$ cat src/rtl/d_cache_tag_ctrl.sv
// Tag-RAM sequencer for a 64-set direct-mapped D-cache: lookup, compare, refill handshake,
// tag update, and the invalidate sweep after reset and on flush.
module d_cache_tag_ctrl #(
    parameter int ADDR_W   = 64,
    parameter int INDEX_W  = 6,
    parameter int OFFSET_W = 3,
    parameter int TAG_W    = ADDR_W - INDEX_W - OFFSET_W
) (
    input  logic               clk,
    input  logic               rst,
    input  logic               req_valid,
    output logic               req_ready,
    input  logic [ADDR_W-1:0]  req_addr,
    output logic               resp_valid,
    input  logic               resp_ready,
    output logic               resp_hit,
    input  logic               flush_i,
    output logic               flush_done,
    output logic               mem_req_valid,
    input  logic               mem_req_ready,
    output logic [ADDR_W-1:0]  mem_req_addr,
    input  logic               mem_rsp_valid,
    output logic [INDEX_W-1:0] tag_addr_o,
    output logic               tag_we_o,
    output logic [TAG_W:0]     tag_wdata_o,
    input  logic [TAG_W-1:0]   tag_rdata_i,
    input  logic               tag_valid_i
);

    typedef enum logic [2:0] {
        S_INIT,
        S_IDLE,
        S_LOOKUP,
        S_MISS_REQ,
        S_MISS_WAIT,
        S_UPDATE,
        S_RESP,
        S_FLUSH
    } state_e;

    localparam logic [INDEX_W-1:0] LAST_IDX   = '1;
    localparam logic [INDEX_W-1:0] PENULT_IDX = {{(INDEX_W-1){1'b1}}, 1'b0};
    localparam logic [ADDR_W-1:0]  LINE_MASK  = {{(ADDR_W-OFFSET_W){1'b1}}, {OFFSET_W{1'b0}}};

    state_e              state_q;
    logic [INDEX_W-1:0]  cnt_q;
    logic [ADDR_W-1:0]   cap_addr_q;
    logic [INDEX_W-1:0]  tag_addr_q;
    logic                tag_we_q;
    logic [TAG_W:0]      tag_wdata_q;
    logic                req_ready_q;
    logic                resp_valid_q;
    logic                resp_hit_q;
    logic                flush_done_q;
    logic                mem_req_valid_q;
    logic [ADDR_W-1:0]   mem_req_addr_q;

    logic [TAG_W-1:0]    cap_tag;
    logic                lookup_hit;

    assign cap_tag    = cap_addr_q[ADDR_W-1 -: TAG_W];
    assign lookup_hit = tag_valid_i && (tag_rdata_i == cap_tag);

    // The accepting IDLE cycle must launch the tag read with the incoming index, so that one
    // address bypasses the output register.
    assign tag_addr_o    = (state_q == S_IDLE) ? req_addr[OFFSET_W +: INDEX_W] : tag_addr_q;
    assign tag_we_o      = tag_we_q;
    assign tag_wdata_o   = tag_wdata_q;
    assign req_ready     = req_ready_q;
    assign resp_valid    = resp_valid_q;
    assign resp_hit      = resp_hit_q;
    assign flush_done    = flush_done_q;
    assign mem_req_valid = mem_req_valid_q;
    assign mem_req_addr  = mem_req_addr_q;

    // NOTE: all state and registered outputs live in one clocked block and use non-blocking
    // assignments only, so every branch sees the pre-edge values regardless of statement order.
    always_ff @(posedge clk or negedge rst) begin
        if (!rst) begin
            state_q         <= S_INIT;
            cnt_q           <= '0;
            cap_addr_q      <= '0;
            tag_addr_q      <= '0;
            tag_we_q        <= 1'b0;
            tag_wdata_q     <= '0;
            req_ready_q     <= 1'b0;
            resp_valid_q    <= 1'b0;
            resp_hit_q      <= 1'b0;
            flush_done_q    <= 1'b0;
            mem_req_valid_q <= 1'b0;
            mem_req_addr_q  <= '0;
        end else begin
            flush_done_q <= 1'b0;
            case (state_q)
                // The first cycle out of reset arms the sweep; each later cycle writes one set.
                S_INIT, S_FLUSH: begin
                    if (!tag_we_q) begin
                        tag_we_q    <= 1'b1;
                        tag_addr_q  <= cnt_q;
                        tag_wdata_q <= '0;
                    end else if (cnt_q == LAST_IDX) begin
                        tag_we_q    <= 1'b0;
                        req_ready_q <= 1'b1;
                        state_q     <= S_IDLE;
                    end else begin
                        cnt_q        <= cnt_q + INDEX_W'(1);
                        tag_addr_q   <= cnt_q + INDEX_W'(1);
                        flush_done_q <= (cnt_q == PENULT_IDX);
                    end
                end
                S_IDLE: begin
                    if (flush_i) begin
                        req_ready_q <= 1'b0;
                        cnt_q       <= '0;
                        tag_addr_q  <= '0;
                        tag_wdata_q <= '0;
                        tag_we_q    <= 1'b1;
                        state_q     <= S_FLUSH;
                    end else if (req_valid) begin
                        req_ready_q <= 1'b0;
                        cap_addr_q  <= req_addr;
                        tag_addr_q  <= req_addr[OFFSET_W +: INDEX_W];
                        state_q     <= S_LOOKUP;
                    end
                end
                S_LOOKUP: begin
                    if (lookup_hit) begin
                        resp_valid_q <= 1'b1;
                        resp_hit_q   <= 1'b1;
                        state_q      <= S_RESP;
                    end else begin
                        mem_req_valid_q <= 1'b1;
                        mem_req_addr_q  <= cap_addr_q & LINE_MASK;
                        state_q         <= S_MISS_REQ;
                    end
                end
                S_MISS_REQ: begin
                    if (mem_req_ready) begin
                        mem_req_valid_q <= 1'b0;
                        state_q         <= S_MISS_WAIT;
                    end
                end
                S_MISS_WAIT: begin
                    if (mem_rsp_valid) begin
                        tag_we_q    <= 1'b1;
                        tag_wdata_q <= {1'b1, cap_tag};
                        state_q     <= S_UPDATE;
                    end
                end
                S_UPDATE: begin
                    tag_we_q     <= 1'b0;
                    tag_wdata_q  <= '0;
                    resp_valid_q <= 1'b1;
                    resp_hit_q   <= 1'b0;
                    state_q      <= S_RESP;
                end
                S_RESP: begin
                    if (resp_ready) begin
                        resp_valid_q <= 1'b0;
                        resp_hit_q   <= 1'b0;
                        req_ready_q  <= 1'b1;
                        state_q      <= S_IDLE;
                    end
                end
                default: state_q <= S_INIT;
            endcase
        end
    end

endmodule

$ cat config.mk
export PLATFORM = sky130hd
export DESIGN_NAME = d_cache_tag_ctrl
export DESIGN_NICKNAME = d
export VERILOG_FILES = /design/src/rtl/d_cache_tag_ctrl.sv
export SDC_FILE = /design/constraint.sdc
export NUM_CORES = 1
export LEC_CHECK = 0
export BUFFER_PORTS_ARGS = -buffer_cell sky130_fd_sc_hd__buf_2
export CAP_MARGIN = 20
export CORE_ASPECT_RATIO = 1.4
export CORE_UTILIZATION = 45
export DETAILED_ROUTE_END_ITERATION = 7
export PLACE_DENSITY = 0.71
export SLEW_MARGIN = 20
export SYNTH_ARGS = -nofsm -noshare
export SYNTH_HDL_FRONTEND = slang
export SYNTH_SLANG_ARGS = --single-unit
$ cat constraint.sdc
create_clock -name clk -period 3.35 [get_ports clk]
set_input_delay 0.1675 -clock clk [delete_from_list [all_inputs] [get_ports clk]]
set_output_delay 0.1675 -clock clk [all_outputs]
set_load 0.02 [all_outputs]
# Word level (Yosys, flattened, before mapping)

Index checks and enable logic that the tools add are counted.

Output and inout bits: 132
Word-level logic and storage cells: 98
Flip-flop bits (word level): 202

Reduce and logical (&&, ||, !) cells: 18
Add/sub/neg operators: 1
Mux-type cells: 43
Equal/unequal tests: 22
Bitwise logic cells: 2

Operator list:

| kind                                          | count |
|---|---|
| one-hot mux 56 bit (4 select lines)           | 1 |
| 2-to-1 mux 56 bit                             | 3 |
| == test 55 bit                                | 1 |
| 2-to-1 mux 6 bit                              | 7 |
| 2-to-1 mux 3 bit                              | 8 |
| one-hot mux 6 bit (2 select lines)            | 2 |
| one-hot mux 3 bit (7 select lines)            | 1 |
| inequality test 2 bit, second input constant  | 10 |
| 2-to-1 mux 1 bit                              | 16 |
| AND reduction 3 bit                           | 5 |
| == test 3 bit, second input constant          | 4 |
| == test 6 bit, second input constant          | 2 |
| one-hot mux 1 bit (3 select lines)            | 3 |
| AND reduction 4 bit                           | 2 |
| adder 6 x 1 -> 6 bit, second input constant   | 1 |
| == test 3 x 2 -> 1 bit, second input constant | 2 |
| inequality test 3 bit, second input constant  | 2 |
| AND reduction 6 bit                           | 1 |
| nonzero test 3 bit                            | 2 |
| AND reduction 5 bit                           | 1 |
| one-hot mux 1 bit (4 select lines)            | 1 |
| nonzero test 2 bit                            | 2 |
| nonzero test 4 bit                            | 1 |
| == test 3 x 1 -> 1 bit, second input constant | 1 |
| other kinds (6)                               | 7 |

# Depth between registers and ports, before layout

Depth in word-level cells: 4
Mapped depth: 8
Depth with buffers taken out: 7

# Least setup slack after synthesis

OpenSTA, ideal clock, no wires.

Kind: register -> register
Start point: register cap_addr_q[24]
End point: register mem_req_addr_q[10], in the netlist mem_req_addr[10]
Data required time: 3.225 ns
Library setup time: 0.125 ns
Stages on the path, launching flop included: 8
Data arrival time: 2.090 ns
Buffers on the path: 1
Path slack: 1.134 ns
Clock period less this slack: 2.216 ns
Cells stage by stage: dfrtp_1 > nor2b_1 > a2111oi_2 > o2111ai_1 > nor4_4 > a31oi_4 > buf_6 > mux2_4

Longest elaborated chain between the ends: 4

Ends and longest elaborated chain:

| what                          | line | text |
|---|---|---|
| start: declaration            | 47   | `logic [ADDR_W-1:0] cap_addr_q;` |
| start signal: assignment      | 121  | `cap_addr_q <= req_addr;` |
| == test 55 bit                | 62   | `assign lookup_hit = tag_valid_i && (tag_rdata_i == cap_tag);` |
| logical AND 1 bit             | 62   |  |
| inverter 1 bit (no line)      | -    |  |
| AND reduction 2 bit (no line) | -    |  |
| end signal: assignment        | 133  | `mem_req_addr_q <= cap_addr_q & LINE_MASK;` |
| end: declaration              | 56   | `logic [ADDR_W-1:0] mem_req_addr_q;` |

Every way passes these cells.
A chain may end at the register's enable or synchronous reset.

# Final worst setup path

Start point: register cap_addr_q[41]
End point: register mem_req_addr_q[30], in the netlist mem_req_addr[30]

The elaborated chain is that of the path after synthesis.

==> impl_metrics.json <==
{
  "worstMarginPinSlew_ps": 887,
  "timing.fmax_mhz": 381,
  "initial_antenna_violation_count": 6,
  "r2r-start": "cap_addr_q[41]",
  "die_height_um": 168,
  "viasPerCell": 5.24,
  "drt_first_pass_iters": 4,
  "clock_tree.buffer_depth": 2,
  "r2r_slack_ps": 720,
  "insertion_delay_ps": 430,
  "syn2layout_area_growth_pct": 30.8,
  "fin_skew_ps": 16.7,
  "power.density_mw_per_mm2": 982,
  "path_buf_inv": 1,
  "cp-startpoint": "cap_addr_q[41]",
  "ys_seq_area_share_pct": 56.5,
  "cts_tree": "yes",
  "min_period_ps": 2630,
  "synth_area_mm2": 0.00882,
  "cp-end-kind": "flop",
  "critical_path.max_stage_delay_ps": 510,
  "synth.top_cells.by_count": "dfrtp_1, mux2_2, mux2_4, a22o_1, xor2_1",
  "final_layout_size_suffix_gt1_share_pct": 45.4,
  "cts_buffers": 17,
  "initial_core_util_pct": 45.9,
  "min_path_type": "input port to flop",
  "synth_top_flop_cell": "dfrtp_1",
  "io-pin-count": 259,
  "die_area_mm2": 0.0202,
  "grt_pass1_vias": 6708,
  "synthDominantCellAreaShare_pct": 56.5,
  "grt_pass1_wl_um": 37000,
  "drt_wl_total_um": 23900,
  "status": "completed",
  "timing.critical_path.slowest_stage_cell": "nor4_1",
  "final_max_slew_viol_count": 0,
  "ys_async_sr_fraction_pct": 100,
  "postSynthCellCount": 648,
  "synth_enable_flop_cells": 0,
  "slew-limit-headroom_pct": 40.9,
  "drt_drc_violations_left": 0,
  "timing.max_cap.violations": 0,
  "critical_path.top_delay_family": "simple AND/OR/NAND/NOR gates",
  "cp.depth": 7,
  "portbufs": 252,
  "setup_viol_count_final": 0,
  "core_region_area_mm2": 0.0192,
  "postCtsSetupRepairBufs": 0,
  "drt_first_iter_violations": 312,
  "irDropWorstVdd_uv": 498,
  "cts.root.buffer_cell": "clkbuf_16",
  "finalPower_mw": 11.3,
  "synth_largest_area_cell": "dfrtp_1",
  "leak_pwr_nw": 5.71,
  "cts_htree_levels": 4,
  "setup.worst_path.class": "flop to flop",
  "finalNetCount": 1081,
  "dieWidth_um": 120,
  "worstPathCellList": "xor2_1 -> nor4_1 -> nand4_1 -> nor2_1 -> a31oi_4 -> buf_4 -> mux2_4",
  "clk_pin_slew_ps": 80,
  "critical_path_arrival_ps": 2940,
  "finalWeightedCongestion": 0.806,
  "track_usage_pct": 24.3,
  "post_synth.cell_area_avg_um2": 13.6,
  "antenna_viol_nets_final": 0,
  "synth_seq_cells": 199,
  "clock_sinks": 199,
  "post_synth_cell_types": 54,
  "routed-via-count": 6383,
  "core.rowCount": 60,
  "layout.core_utilization_pct": 60.0,
  "worstRegToRegCells": 7,
  "yosys.cell_count.top_type": "dfrtp_1",
  "setup_repair_after_global_routing_missed_its_margin": "false",
  "yosys_warnings": 0,
  "post-dp-hpwl_um": 16400,
  "timing.critical_path.required_ps": 3660,
  "crit_path_end": "mem_req_addr[30]",
  "finalCritPeriodShare_pct": 78.4,
  "timing.critical_path.from_type": "flop",
  "wl_per_cell_um": 19.6,
  "grt_overflow": 0,
  "post_synth_main_area_contributors": "dfrtp_1, mux2_4, mux2_2",
  "critical_path.max_fanout": 35,
  "finalHoldViolations": 0,
  "min_delay_path_depth": 2,
  "largest_net_degree_at_the_start_of_global_routing": 105,
  "crit_reg_reg_endpoint": "mem_req_addr[30]",
  "setup-tns-final_ps": 0
}
-- how the worst min path moves through the flow --
stage / start / end / slack, ps
after floorplan: rst / cap_addr_q[10] / -130
after global placement: rst / cap_addr_q[12] / 330
after detailed placement: rst / cap_addr_q[12] / 320
after CTS: req_addr[6] / cap_addr_q[6] / 9
after global routing: req_addr[6] / cap_addr_q[6] / 6
final: req_addr[5] / cap_addr_q[5] / 20
-- layout by cell type (no fill, tap or decap), types with 3 or more instances in the layout --
| cell | Yosys | final |
|---|---|---|
| nand2_1 | 14 | 13 |
| nor2_1 | 19 | 18 |
| nand2b_1 | 5 | 5 |
| buf_2 | 1 | 251 |
| xnor2_1 | 9 | 9 |
| clkbuf_8 | 0 | 3 |
| a21oi_1 | 14 | 14 |
| o22ai_1 | 5 | 5 |
| nor2b_1 | 10 | 10 |
| a22o_1 | 55 | 55 |
| a21o_1 | 4 | 4 |
| nand4_1 | 7 | 7 |
| mux2_4 | 58 | 58 |
| nor4_1 | 9 | 9 |
| nand3_1 | 7 | 7 |
| dlygate4sd3_1 | 0 | 59 |
| clkbuf_16 | 0 | 17 |
| nor3_1 | 5 | 4 |
| o21ai_0 | 16 | 16 |
| conb_1 | 1 | 3 |
| clkinv_4 | 0 | 3 |
| a31oi_1 | 5 | 5 |
| xor2_1 | 38 | 38 |
| inv_6 | 0 | 4 |
| inv_1 | 19 | 19 |
| buf_4 | 3 | 11 |
| diode_2 | 0 | 6 |
| mux2_2 | 73 | 73 |
| nand3b_1 | 3 | 3 |
| dfrtp_1 | 199 | 199 |
-- metal layers --
layer	wire (um)	vias to the layer above	part of all wire [%]	global-route usage (%)
met1	9920	3176	41	29.6
met4	781	2	3.3	11.4
met2	12000	208	50	40.3
li1	-	2951	-	-
met5	9	-	0.038	0
met3	1180	46	4.9	5.82
-- power by group --
part	internal (mW)	switching, mW
sequential	3.47	0.972
clock	1.16	0.961
combinational	2.27	2.49
-- stage by stage --
stage | hold WS [ps] | worst slack [ps] | area [um2] | std cells
final | 24.7 | 723 | 11500 | 1219
after global routing | 5.91 | 595 | 11500 | 1217
after CTS | 9.48 | 694 | 11500 | 1213
after detailed placement | 323 | 711 | 10300 | 1122
after global placement | 330 | 756 | 10300 | 1122
after floorplan | -128 | 1130 | 8820 | 650
-- cell families after synthesis --
| family | Yosys count | synth area share [%] |
|---|---|---|
| AOI/OAI and AO/OA | 117 | 10.3 |
| xor gates and xnor gates | 47 | 4.67 |
| adders and majority gates | 2 | 0.284 |
| buffers and inverters | 59 | 3.16 |
| DFF | 199 | 56.5 |
| muxes | 131 | 19.2 |
| other | 1 | 0.0425 |
| and+or+nand+nor | 92 | 5.85 |
-- registers in the layout, summed over array words and instances (netlist names) --
signal         flops
tag_addr_q         6
mem_req_valid      1
flush_done         1
cap_addr_q        61
resp_hit           1
req_ready          1
tag_we_o           1
state_q            3
cnt_q              6
resp_valid         1
tag_wdata_o       56
mem_req_addr      61
-- timing repair --
item | CTS | global route
endpoints found under the setup margin | 0 | 0
hold endpoints to repair | 160 | 0
hold buffers | 59 | 0
gates resized for setup | 0 | 0
-- final cells by class --
class	count	area [um2]
diodes	6	15.0
clock buffers	19	453
clock inverters	13	156
fillers	1612	7680
inverters	19	71.3
multi-input cells	392	3580
flip-flops and latches	199	4980
well taps	248	310
repair buffers	323	1960
No activity file was read; power rests on OpenSTA's default activity.
